--- src/rtl/signature_analyzer.sv ---
// signature_analyzer
// Compresses a run of NUM_SAMPLES input bytes into a SIG_W-bit signature
// with a multiple-input signature register (MISR). A run starts on a one-cycle
// start request, accepts one sample per in_valid cycle, and ends in DONE with
// the signature frozen for the grading logic to compare.
// Optional build macro: SIG_SAMPLE_CNT_EN exposes the accepted-sample counter
// as output port sample_count.

module signature_analyzer #(
  parameter int              SIG_W       = 16,
  parameter int              DATA_W      = 8,
  parameter int              NUM_SAMPLES = 256,
  parameter logic [SIG_W-1:0] POLY       = 16'h1021,
  parameter logic [SIG_W-1:0] SEED       = 16'h0000,
  localparam int             CNT_W       = $clog2(NUM_SAMPLES + 1)
) (
  input  logic              clk,
  input  logic              clear,
  input  logic              start,
  input  logic              in_valid,
  input  logic [DATA_W-1:0] data_in,
  output logic              busy,
  output logic              done,
`ifdef SIG_SAMPLE_CNT_EN
  output logic [CNT_W-1:0]  sample_count,
`endif
  output logic [SIG_W-1:0]  signature
);

  typedef enum logic [1:0] {
    IDLE = 2'd0,
    RUN  = 2'd1,
    DONE = 2'd2
  } state_t;

  // The run ends on the edge that accepts this count value plus one.
  localparam logic [CNT_W-1:0] LAST_IDX = CNT_W'(NUM_SAMPLES - 1);

  state_t            r_state;
  logic [SIG_W-1:0]  r_sig;
  logic [CNT_W-1:0]  r_sampleCount;

  state_t            w_stateNext;
  logic [SIG_W-1:0]  w_sigNext;
  logic [CNT_W-1:0]  w_countNext;
  logic [SIG_W-1:0]  w_shifted;
  logic [SIG_W-1:0]  w_misr;

  // MISR step: shift left, fold the outgoing MSB back through the tap mask,
  // then mix in the zero-extended sample. Pure XOR/shift, no carries.
  always_comb begin
    w_shifted = {r_sig[SIG_W-2:0], 1'b0};
    if (r_sig[SIG_W-1]) begin
      w_shifted = w_shifted ^ POLY;
    end
    w_misr = w_shifted ^ SIG_W'(data_in);
  end

  // Next-state and datapath selection; a start cycle reseeds but never samples.
  always_comb begin
    w_stateNext = r_state;
    w_sigNext   = r_sig;
    w_countNext = r_sampleCount;
    case (r_state)
      IDLE: begin
        if (start) begin
          w_stateNext = RUN;
          w_sigNext   = SEED;
          w_countNext = '0;
        end
      end
      RUN: begin
        if (in_valid) begin
          w_sigNext   = w_misr;
          w_countNext = r_sampleCount + CNT_W'(1);
          if (r_sampleCount == LAST_IDX) begin
            w_stateNext = DONE;
          end
        end
      end
      DONE: begin
        if (start) begin
          w_stateNext = RUN;
          w_sigNext   = SEED;
          w_countNext = '0;
        end
      end
      default: begin
        w_stateNext = IDLE;
        w_sigNext   = SEED;
        w_countNext = '0;
      end
    endcase
  end

  // State, signature and counter registers; clear overrides everything.
  always_ff @(posedge clk) begin
    if (clear) begin
      r_state       <= IDLE;
      r_sig         <= SEED;
      r_sampleCount <= '0;
    end else begin
      r_state       <= w_stateNext;
      r_sig         <= w_sigNext;
      r_sampleCount <= w_countNext;
    end
  end

  assign busy      = (r_state == RUN);
  assign done      = (r_state == DONE);
  assign signature = r_sig;

`ifdef SIG_SAMPLE_CNT_EN
  assign sample_count = r_sampleCount;
`endif

endmodule

--- config.mk ---
export PLATFORM = sky130hd
export DESIGN_NAME = signature_analyzer
export DESIGN_NICKNAME = d
export VERILOG_FILES = /design/src/rtl/signature_analyzer.sv
export SDC_FILE = /design/constraint.sdc
export NUM_CORES = 1
export LEC_CHECK = 0
export BUFFER_PORTS_ARGS = -buffer_cell sky130_fd_sc_hd__buf_2
export CORE_AREA = 2 2 52 54
export DETAILED_ROUTE_END_ITERATION = 7
export DIE_AREA = 0 0 54 56
export GPL_TIMING_DRIVEN = 1
export PLACE_DENSITY = 0.75
export SYNTH_ARGS = -nofsm -noshare
export SYNTH_HDL_FRONTEND = slang
export SYNTH_SLANG_ARGS = --single-unit
--- constraint.sdc ---
create_clock -name clk -period 2.6 [get_ports clk]
set_input_delay 0.52 -clock clk [delete_from_list [all_inputs] [get_ports clk]]
set_output_delay 0.52 -clock clk [all_outputs]
set_load 0.02 [all_outputs]
; Word level (Yosys, flattened, before mapping)
; Cells that the tools add are included.
; W data, S select, Z words.
[totals]
inputBits = 12
register_bits = 27
out_inout_bits = 18
[op_classes]
reduce_logical = 4
mux = 11
n_bitwise = 2
addsub = 1
eq_ne = 6
[op_table]
columns = cell, count
row1 = $mux W16, 2
row2 = $pmux W16 S2, 1
row3 = $mux W9, 2
row4 = $pmux W9 S2, 1
row5 = $xor A16 B8 Y16, 1
row6 = $mux W13, 1
row7 = $add A9 B1 Y9 const B, 1
row8 = $eq A9 B8 Y1 const B, 1
row9 = $mux W2, 3
row10 = $ne A2 B1 Y1 const B, 2
row11 = $pmux W2 S2, 1
row12 = $not A3 Y3, 1
row13 = $reduce_and A3 Y1, 1
row14 = $eq A2 B1 Y1 const B, 1
row15 = $eq A2 B2 Y1 const B, 1
row16 = $logic_not A2 Y1, 1
row17 = $ne A2 B2 Y1 const B, 1
row18 = $reduce_and A2 Y1, 1
row19 = $reduce_or A2 Y1, 1

; Logic depth before layout (Yosys ltp)
; Gate-level depths: netlist of run 1.
[logic_depth]
depth_word = 5
depth_mapped = 7
ltp_nobuf = 7

; Worst setup path after synthesis of run 1
; No wires, ideal clock.
[synth_path]
kind = input to register
from = in start
to = reg r_sampleCount[3]
path_buffers = 1
slack_ns = 1.244
stages = 4
required_ns = 2.530
setup_time_ns = 0.070
t_arrival_ns = 1.287
cell_sequence = nor2_2 -> buf_6 -> or4_1 -> a21oi_1
[synth_via]
elab_chain_cells = 2
[synth_lines]
columns = item, line_no
row1 = "start, declared", 19  ; input logic start,
row2 = $ne A2 B1 Y1 (no source line), --
row3 = $reduce_and A2 Y1 (no source line), --
row4 = "end signal, assigned", 105  ; r_sampleCount <= w_countNext;
row5 = "end, declared", 41  ; logic [CNT_W-1:0] r_sampleCount;
; Every way passes these cells.
; A chain may end at the register's enable or synchronous reset.

; Final worst setup path of run 1
[layout_path]
from = reg r_state[0]
to = out busy
[layout_via]
elab_chain_cells = 1
[layout_lines]
columns = item, line_no
row1 = "start, declared", 39  ; state_t r_state;
row2 = "start signal, assigned", 103  ; r_state <= w_stateNext;
row3 = $eq A2 B1 Y1, 109  ; assign busy = (r_state == RUN);
row4 = "end, declared", 22  ; output logic busy,
; Every way passes these cells.

==> summary.txt, run 1 <==
Status
  • Status: finished, final reports clean

Hold path
  • Hold path cells: 4
  • Hold path endpoint: signature[7]$_SDFFE_PP0P_
  • Worst min path class: in -> reg
  • Hold wc startpoint: data_in[7]

Global routing
  • Gr usage total: around 20%
  • Grt ovf: 0
  • Vias in the first global route: about 1100
  • Largest net degree at the start of global routing: 30
  • First-pass GRT wire length: roughly 4600 µm
  • Initial antenna violation count: 0

Yosys
  • EDFF count, synth: 0
  • Post-synthesis instance total: between 100 and 150
  • Fraction of the yosys area taken by sequential cells: a little over two fifths
  • Unique masters post-synth: 29
  • Synth Flop Type: dfxtp_1
  • Synthesis Warnings: 0
  • Syn nets: around 160
  • FFs w/ async S/R, synth: 0%
  • Post-Syn Area per Cell: around 8.6 µm²
  • Post-synthesis register bit count: 27
  • Netlist Area Pre-Place: roughly 1300 µm²

Die
  • Die width: roughly 54 µm
  • I/O Pins: 30
  • Core ar.: between 2000 and 2500 µm²
  • Die Ht: around 56 µm
  • DIE AREA: roughly 3000 µm²
  • Core Rows: 18
  • Starting Density: around 52%

Clocking
  • Post-CTS Setup Inserts: 0
  • Num CTS Buffers: 3
  • CTS tree: built
  • Max H-tree Level: 1
  • Root buf cell: clkbuf_4
  • Clock Latency Late Sink: roughly 0.33 ns
  • Post-CTS Hold Fix Bufs: 0
  • Post-cts sizing count: 0
  • Worst-path clk slew: 0.15 ns
  • Clk buf depth: 2
  • CTS Sinks: 27

Cells and area
  • Most common cell after layout, fill and taps aside: buf_2
  • # diodes: 0
  • Fin nets: around 190
  • Most frequent cells in the layout: buf_2, dfxtp_1, a21oi_1
  • Area growth, synth to finish: 13.9%
  • Layout cells sized above 1: between 20% and 30%
  • Layout fillers: approximately 230

Placement
  • Detail Placement HPWL: 1760 µm
  • Final weighted congestion in routability-driven placement: roughly 0.69
  • Setup WS pre-CTS: 0.946 ns
  • I/O Buffers: 29

Timing
  • Worst-Margin Slew: 0.633 ns
  • Final Cycle Share: 67.5%
  • Clk_skew: around 0.0092 ns
  • Crit path time final: ~1.8 ns
  • FMAX: 569 MHz
  • RSZ-0062 raised after global routing: false
  • Slew Limit Fails: 0
  • Final setup margin: about 0.84 ns
  • Post-Route Setup TNS: 0 ns
  • Final hold violations: 0
  • Setup-failing EPs final: 0
  • Max-slew headroom: between 50% and 60%

Detailed routing
  • Antenna-violating nets left: 0
  • Final WL: between 2000 and 3000 µm
  • Via density: between 5 and 6
  • Vias: between 1000 and 1500
  • DRC Markers: 0
  • First-pass iteration count of the detailed router: 4
  • DR iter-0 viols: 19
  • Wire per inst: between 10 and 15 µm

Worst setup path
  • Worst r2r dst: r_sampleCount[6]$_SDFFE_PP0P_
  • Worst Setup Path Type: reg -> out
  • Worst Setup Start Kind: register
  • CP required: approximately 2.1 ns
  • Worst r2r src: r_state[0]$_SDFFE_PP0P_
  • Reg2reg path depth: 3
  • Crit path max fanout: 7
  • CP endpoint kind: output port
  • R2r setup slk: 1.03 ns
  • WP data arrival: 1.24 ns

Power and ir drop
  • Max VDD drop: between 0.0003 and 0.0004 V
  • Pwr Density: about 480 nW/µm²
  • Static Leak: 0.000577 µW

Job
  • Max_cap viols: 0
-- worst max-delay path: stages, from the launching register on --
cell and delay, ns:
dfxtp_1 0.46, nor2b_1 0.25, buf_2 0.20
-- synth_stat cells, drive strengths merged, types with 4 or more instances --
cell type | count | share of area [%]
a21oi | 23 | 9.0
clkbuf | 7 | 2.3
dfxtp | 27 | 42
mux2i | 4 | 3.1
nand2 | 20 | 5.9
nand3 | 4 | 1.6
nor2 | 4 | 1.4
o21ai | 19 | 7.5
xor2 | 8 | 5.5
-- sequential cells by signal (all words and copies together), names as in the netlist --
register       flops
r_sampleCount      9
r_state            2
signature         16
-- power breakdown --
group          internal, µW  switching (µW)
Sequential              420            6.34
Clock                  58.8             126
Combinational          30.0            50.3
-- cell type report --
type                            instances  area (µm²)  share of cell area, %
Clock buffer                            3        22.5                   1.55
Clock inverter                          1        7.51                  0.517
Timing Repair Buffer                   31         160                   11.0
Tap cell                               30        37.5                   2.58
Multi-Input combinational cell        110         677                   46.6
Inverter                                2        7.51                  0.517
Sequential cell                        27         541                   37.2
-- through the flow --
step           cell area [µm²]  utilization, %  hold slack (ns)  total power, µW  instances
6_report                  1450            59.7            0.466              692        204
5_1_grt                   1450            59.7            0.446              731        204
4_1_cts                   1450            59.7            0.456              700        204
3_5_place_dp              1420            58.5            0.462              516        200
3_3_place_gp              1420            58.5            0.450              514        200
2_1_floorplan             1270               -            0.450              492        149
-- how the worst max path moves through the flow --
stage / from / endpoint / slack (ns)
after CTS: r_state[0]$_SDFFE_PP0P_ / busy / 0.82
after floorplan: start / r_sampleCount[3]$_SDFFE_PP0P_ / 1.24
after detailed placement: start / r_sampleCount[6]$_SDFFE_PP0P_ / 0.95
final: r_state[0]$_SDFFE_PP0P_ / busy / 0.84
after global routing: r_state[0]$_SDFFE_PP0P_ / busy / 0.71
after global placement: start / r_sampleCount[6]$_SDFFE_PP0P_ / 1.01
-- metal layers --
metal	global-route usage [%]	vias to the layer above	part of all wire (%)
met4	6.07	0	0.46
met1	24.3	522	45
li1	-	572	-
met2	33.6	18	51
met3	3.23	2	3.6
met5	0	-	0
-- cell families (layout without fill, tap and decap cells) --
group           Yosys count  in the layout  share of synthesized area [%]
simple gates             49             49                           21.7
compound gates           46             46                           18.9
flops                    27             27                           42.4
buf+inv                  12             37                           4.51
xor+xnor                  9              9                           7.36
mux                       4              4                           3.14
fa+ha+maj                 2              2                           1.96
Note: power is estimated with default switching activity, not from simulation.
==> inputs of run 2 (changes only) <==
- CORE_AREA: 2 2 52 54 -> 2 2 53 55
- DIE_AREA: 0 0 54 56 -> 0 0 55 57
- PLACE_DENSITY: 0.75 -> 0.72
- clock period: 2.6 -> 1.7 ns (I/O delays scaled with it)
==> summary.txt, run 2 (synthesis results as in run 1) <==
Cells and area
  • Fin nets: slightly below 200
  • Area growth, synth to finish: 16.5%
  • Layout cells sized above 1: roughly a quarter
  • Most frequent cells in the layout: buf_2, dfxtp_1, a21oi_1
  • Finished Core Util: a little under three fifths
  • Most common cell after layout, fill and taps aside: buf_2
  • # diodes: 0
  • Fin cells: 209
  • Max reg flops: 16
  • Layout fillers: 255

Timing
  • FMAX: 651 MHz
  • Final hold violations: 0
  • Crit path time final: between 1.5 and 2 ns
  • Setup-failing EPs final: 0
  • Final Cycle Share: between 90% and 100%
  • Slew Limit Fails: 0
  • Post-Route Setup TNS: 0 ns
  • Max-slew headroom: 68.4%
  • Clk_skew: around 0.0061 ns
  • Worst-Margin Slew: about 0.47 ns
  • RSZ-0062 raised after global routing: false

Hold path
  • Worst min path class: in -> reg
  • Hold wc startpoint: data_in[1]

Detailed routing
  • DRC Markers: 0
  • Final WL: approximately 2800 µm
  • DR iter-0 viols: 16
  • Via density: ~5.5
  • Antenna-violating nets left: 0
  • First-pass iteration count of the detailed router: 6
  • Vias: 1159
  • Wire per inst: between 10 and 15 µm

Clocking
  • Root buf cell: clkbuf_4
  • Worst-path clk slew: around 0.15 ns
  • Post-CTS Hold Fix Bufs: 0
  • Clk buf depth: 2
  • Num CTS Buffers: 3
  • CTS Sinks: 27
  • CTS tree: built
  • Clock Latency Late Sink: 0.33 ns
  • Max H-tree Level: 1

Placement
  • Cell count after placement: 205
  • Detail Placement HPWL: between 1500 and 2000 µm
  • I/O Buffers: 29
  • Final weighted congestion in routability-driven placement: between 0.7 and 0.8

Worst setup path
  • CP required: about 1.4 ns
  • Worst r2r src: r_sampleCount[0]$_SDFFE_PP0P_
  • Worst Setup Path Type: reg -> out
  • Worst Setup Start Kind: register
  • CP endpoint kind: output port
  • WP data arrival: ~1.2 ns
  • Crit path max fanout: 7
  • CP startpoint: r_state[0]$_SDFFE_PP0P_

Power and ir drop
  • Static Leak: ~0.0006 µW
  • Design Power: ~1100 µW
  • Max VDD drop: just under 0.0006 V
  • Pwr Density: between 700 and 800 nW/µm²

Status
  • Status: finished, final reports clean

Die
  • DIE AREA: around 3100 µm²
  • Starting Density: between 40 and 50%
  • Die Ht: around 57 µm
  • Core Rows: 19
  • Die width: between 50 and 60 µm
  • Core ar.: 2620 µm²
  • I/O Pins: 30

Global routing
  • M3 GR Usage: about 4.2%
  • Initial antenna violation count: 0
  • Vias in the first global route: approximately 1100
  • Gr usage total: about a fifth
  • Met2 global-route usage: between 30% and 40%
  • Met1 Track Usage GR: a little under a quarter
  • Grt ovf: 0
  • First-pass GRT wire length: about 4500 µm
  • Gr busiest metal: met2
  • Largest net degree at the start of global routing: 29

Job
  • Max_cap viols: 0
run 2: cell count changes in the layout (fill, tap and decap cells not counted), sizes merged:
| cell | change |
|---|---|
| buf | +4 |
run 2: layer usage:
| metal | part of all wire [%] | up-vias |
|---|---|---|
| met2 | 50 | 22 |
| met1 | 45 | 551 |
| met4 | 0.98 | 0 |
| met5 | 0 | - |
| met3 | 3.3 | 4 |
| li1 | - | 582 |
run 2: cell type report:
| type | instances | area (µm²) | share of cell area, % |
|---|---|---|---|
| timing repair buffer | 35 | 190 | 12.8 |
| tap | 31 | 38.8 | 2.61 |
| sequential | 27 | 542 | 36.5 |
| multi-input combinational | 110 | 677 | 45.6 |
| clock buffer | 3 | 22.5 | 1.52 |
| clock inverter | 1 | 7.51 | 0.505 |
| inverter | 2 | 7.51 | 0.505 |
run 2: final timing paths:
path / endpoint / slack, ns / cells past startpoint
setup / recovery: busy / 0.16 / 2
hold / removal: signature[1]$_SDFFE_PP0P_ / 0.28 / 4
setup reg to reg: r_sampleCount[2]$_SDFFE_PP0P_ / 0.31 / 4
hold reg to reg: signature[11]$_SDFFE_PP0P_ / 0.48 / 2
run 2: critical path, stage by stage, from the launching register on:
cell and delay [ns]:
dfxtp_2 0.41, nor2b_1 0.24, buf_2 0.21
run 2: per-stage QoR:
stage	worst slack (ns)	instance area [µm²]	hold WS [ns]
after CTS	0.0931	1480	0.276
after detailed placement	0.279	1450	0.463
after floorplan	0.392	1270	0.450
after global placement	0.359	1450	0.449
final	0.165	1490	0.283
after global routing	0.0556	1490	0.279
run 2: what timing repair did:
| action | in CTS | in global routing |
|---|---|---|
| setup endpoints to repair | 0 | 1 |
| setup buffers | 0 | 0 |
| hold endpoints to repair | 0 | 0 |
| resized for setup | 0 | 1 |
run 2: power by group:
part | switching [µW] | leakage, µW | internal [µW] | total, µW
combinational | 79.8 | 0.000365 | 53.5 | 133
sequential | 9.73 | 0.000218 | 643 | 653
clock | 197 | 0.0000139 | 90.2 | 287
total | 287 | 0.000597 | 787 | 1070
==> inputs of run 3 (changes only) <==
- CORE_AREA: 2 2 53 55 -> 2 2 57 59
- DIE_AREA: 0 0 55 57 -> 0 0 59 61
- PLACE_DENSITY: 0.72 -> 0.63
==> summary.txt, run 3 (synthesis results as in run 1) <==
Detailed routing
  • Antenna-violating nets left: 0
  • DR iter-0 viols: 50
  • DR WL met3: ~130 µm
  • Met1 WL: ~1300 µm
  • DR top layer: met4
  • First-pass iteration count of the detailed router: 4
  • Met2 routed WL: around 1200 µm
  • DRC Markers: 0
  • Via density: approximately 5.5
  • Wire per inst: around 13 µm
  • Vias: 1151
  • Final WL: about 2700 µm

Timing
  • Clk_skew: approximately 0.006 ns
  • Final setup margin: ~0.095 ns
  • Final hold violations: 0
  • FMAX: a little over 600 MHz
  • RSZ-0062 raised after global routing: false
  • Setup-failing EPs final: 0
  • Post-Route Setup TNS: 0 ns
  • Crit path time final: ~1.6 ns
  • Slew Limit Fails: 0
  • Worst-Margin Slew: approximately 0.48 ns
  • WHS: 0.283 ns
  • Final Cycle Share: 94.4%
  • Max-slew headroom: 68.3%

Global routing
  • Initial antenna violation count: 0
  • Grt ovf: 0
  • Gr usage total: ~17%
  • Vias in the first global route: just over 1000
  • First-pass GRT wire length: approximately 4600 µm
  • Largest net degree at the start of global routing: 29

Clocking
  • Root buf cell: clkbuf_4
  • CTS tree: built
  • Clk buf depth: 2
  • Worst-path clk slew: 0.15 ns
  • Num CTS Buffers: 3
  • CTS Sinks: 27
  • Clock Latency Late Sink: roughly 0.33 ns
  • Max H-tree Level: 1
  • Post-CTS Hold Fix Bufs: 0
  • Post-CTS Setup Inserts: 0
  • Post-cts sizing count: 0

Hold path
  • Worst min path class: in -> reg

Die
  • I/O Pins: 30
  • Die width: between 50 and 60 µm
  • Core Rows: 20
  • Starting Density: between 40% and 50%
  • DIE AREA: ~3600 µm²
  • Core ar.: 2950 µm²
  • Die Ht: 61 µm

Worst setup path
  • Worst Setup Path Type: reg -> out
  • CP Cell Sequence: nor2b_1 -> buf_2
  • Crit path max fanout: 7
  • Slowest cell on crit path: dfxtp_1
  • Buffers & Inverters on Critical Path: 1
  • Largest stage delay on the critical path: between 0.4 and 0.5 ns
  • Kind of cell adding the most delay to the critical path: flip-flops
  • Worst Setup Start Kind: register
  • WP data arrival: approximately 1.3 ns
  • CP endpoint kind: output port
  • CP required: 1.36 ns

Placement
  • I/O Buffers: 29
  • Cell count after placement: between 200 and 250
  • Setup WS pre-CTS: around 0.28 ns
  • Final weighted congestion in routability-driven placement: roughly 0.8
  • Detail Placement HPWL: roughly 1900 µm
  • Dpl cell area: between 1000 and 1500 µm²

Power and ir drop
  • Static Leak: between 0.0006 and 0.0007 µW
  • Max VDD drop: between 0.0003 and 0.0004 V
  • Pwr Density: between 700 and 800 nW/µm²

Status
  • Status: finished, final reports clean

Cells and area
  • Final Cell Area: 1480 µm²
  • # diodes: 0
  • Layout fillers: 308
  • Max reg flops: 16
  • Most frequent cells in the layout: buf_2, dfxtp_1, a21oi_1
  • Layout cells sized above 1: a little under a quarter
  • Area growth, synth to finish: 16.4%
  • Fin nets: between 150 and 200
  • Most common cell after layout, fill and taps aside: buf_2
  • Register area: 541 µm²
  • Area of the multi-input gates: roughly 680 µm²
  • Fin cells: 211

Job
  • Max_cap viols: 0
-- run 3: changes by cell type in the layout (fill, tap and decap cells not counted), sizes merged --
cell      before  now
clkinv         0    1
clkinvlp       1    0
-- run 3: routing by layer --
layer,vias up,GRT usage (%)
met2,30,27.6
met3,4,3.20
met4,0,5.84
li1,583,-
met5,-,0
met1,534,21.6
-- run 3: path summary, 6_finish.rpt --
kind / slack, ns / startpoint / end / cells past startpoint
max: 0.1 / r_state[0]$_SDFFE_PP0P_ / busy / 2
min: 0.28 / data_in[2] / signature[2]$_SDFFE_PP0P_ / 4
max reg2reg: 0.23 / r_state[0]$_SDFFE_PP0P_ / signature[13]$_SDFFE_PP0P_ / 4
min reg2reg: 0.48 / signature[7]$_SDFFE_PP0P_ / signature[8]$_SDFFE_PP0P_ / 2
-- run 3: per-stage QoR --
step / util [%] / power [µW]
2_1_floorplan: - / 753
3_3_place_gp: 49.3 / 796
3_5_place_dp: 49.3 / 800
4_1_cts: 50.3 / 1080
5_1_grt: 50.3 / 1120
6_report: 50.3 / 1070
-- run 3: tightest hold or removal path, cell delays in order --
cell     delay, ns
buf_2         0.08
xor2_1        0.05
nand2_1       0.06
a21oi_1       0.05
-- run 3: area by class of cell --
class / instances / share of cell area [%]
clock buffers: 3 / 1.52
clock inverters: 1 / 0.337
inverters: 2 / 0.506
multi-input cells: 110 / 45.6
flip-flops and latches: 27 / 36.4
well taps: 33 / 2.78
repair buffers: 35 / 12.8
-- run 3: where the power goes --
part	leakage, µW	internal (µW)	switching [µW]
clock network	0.0000177	88.5	201
registers	0.000218	643	9.74
logic	0.000365	53.4	79.5
total	0.000601	785	290
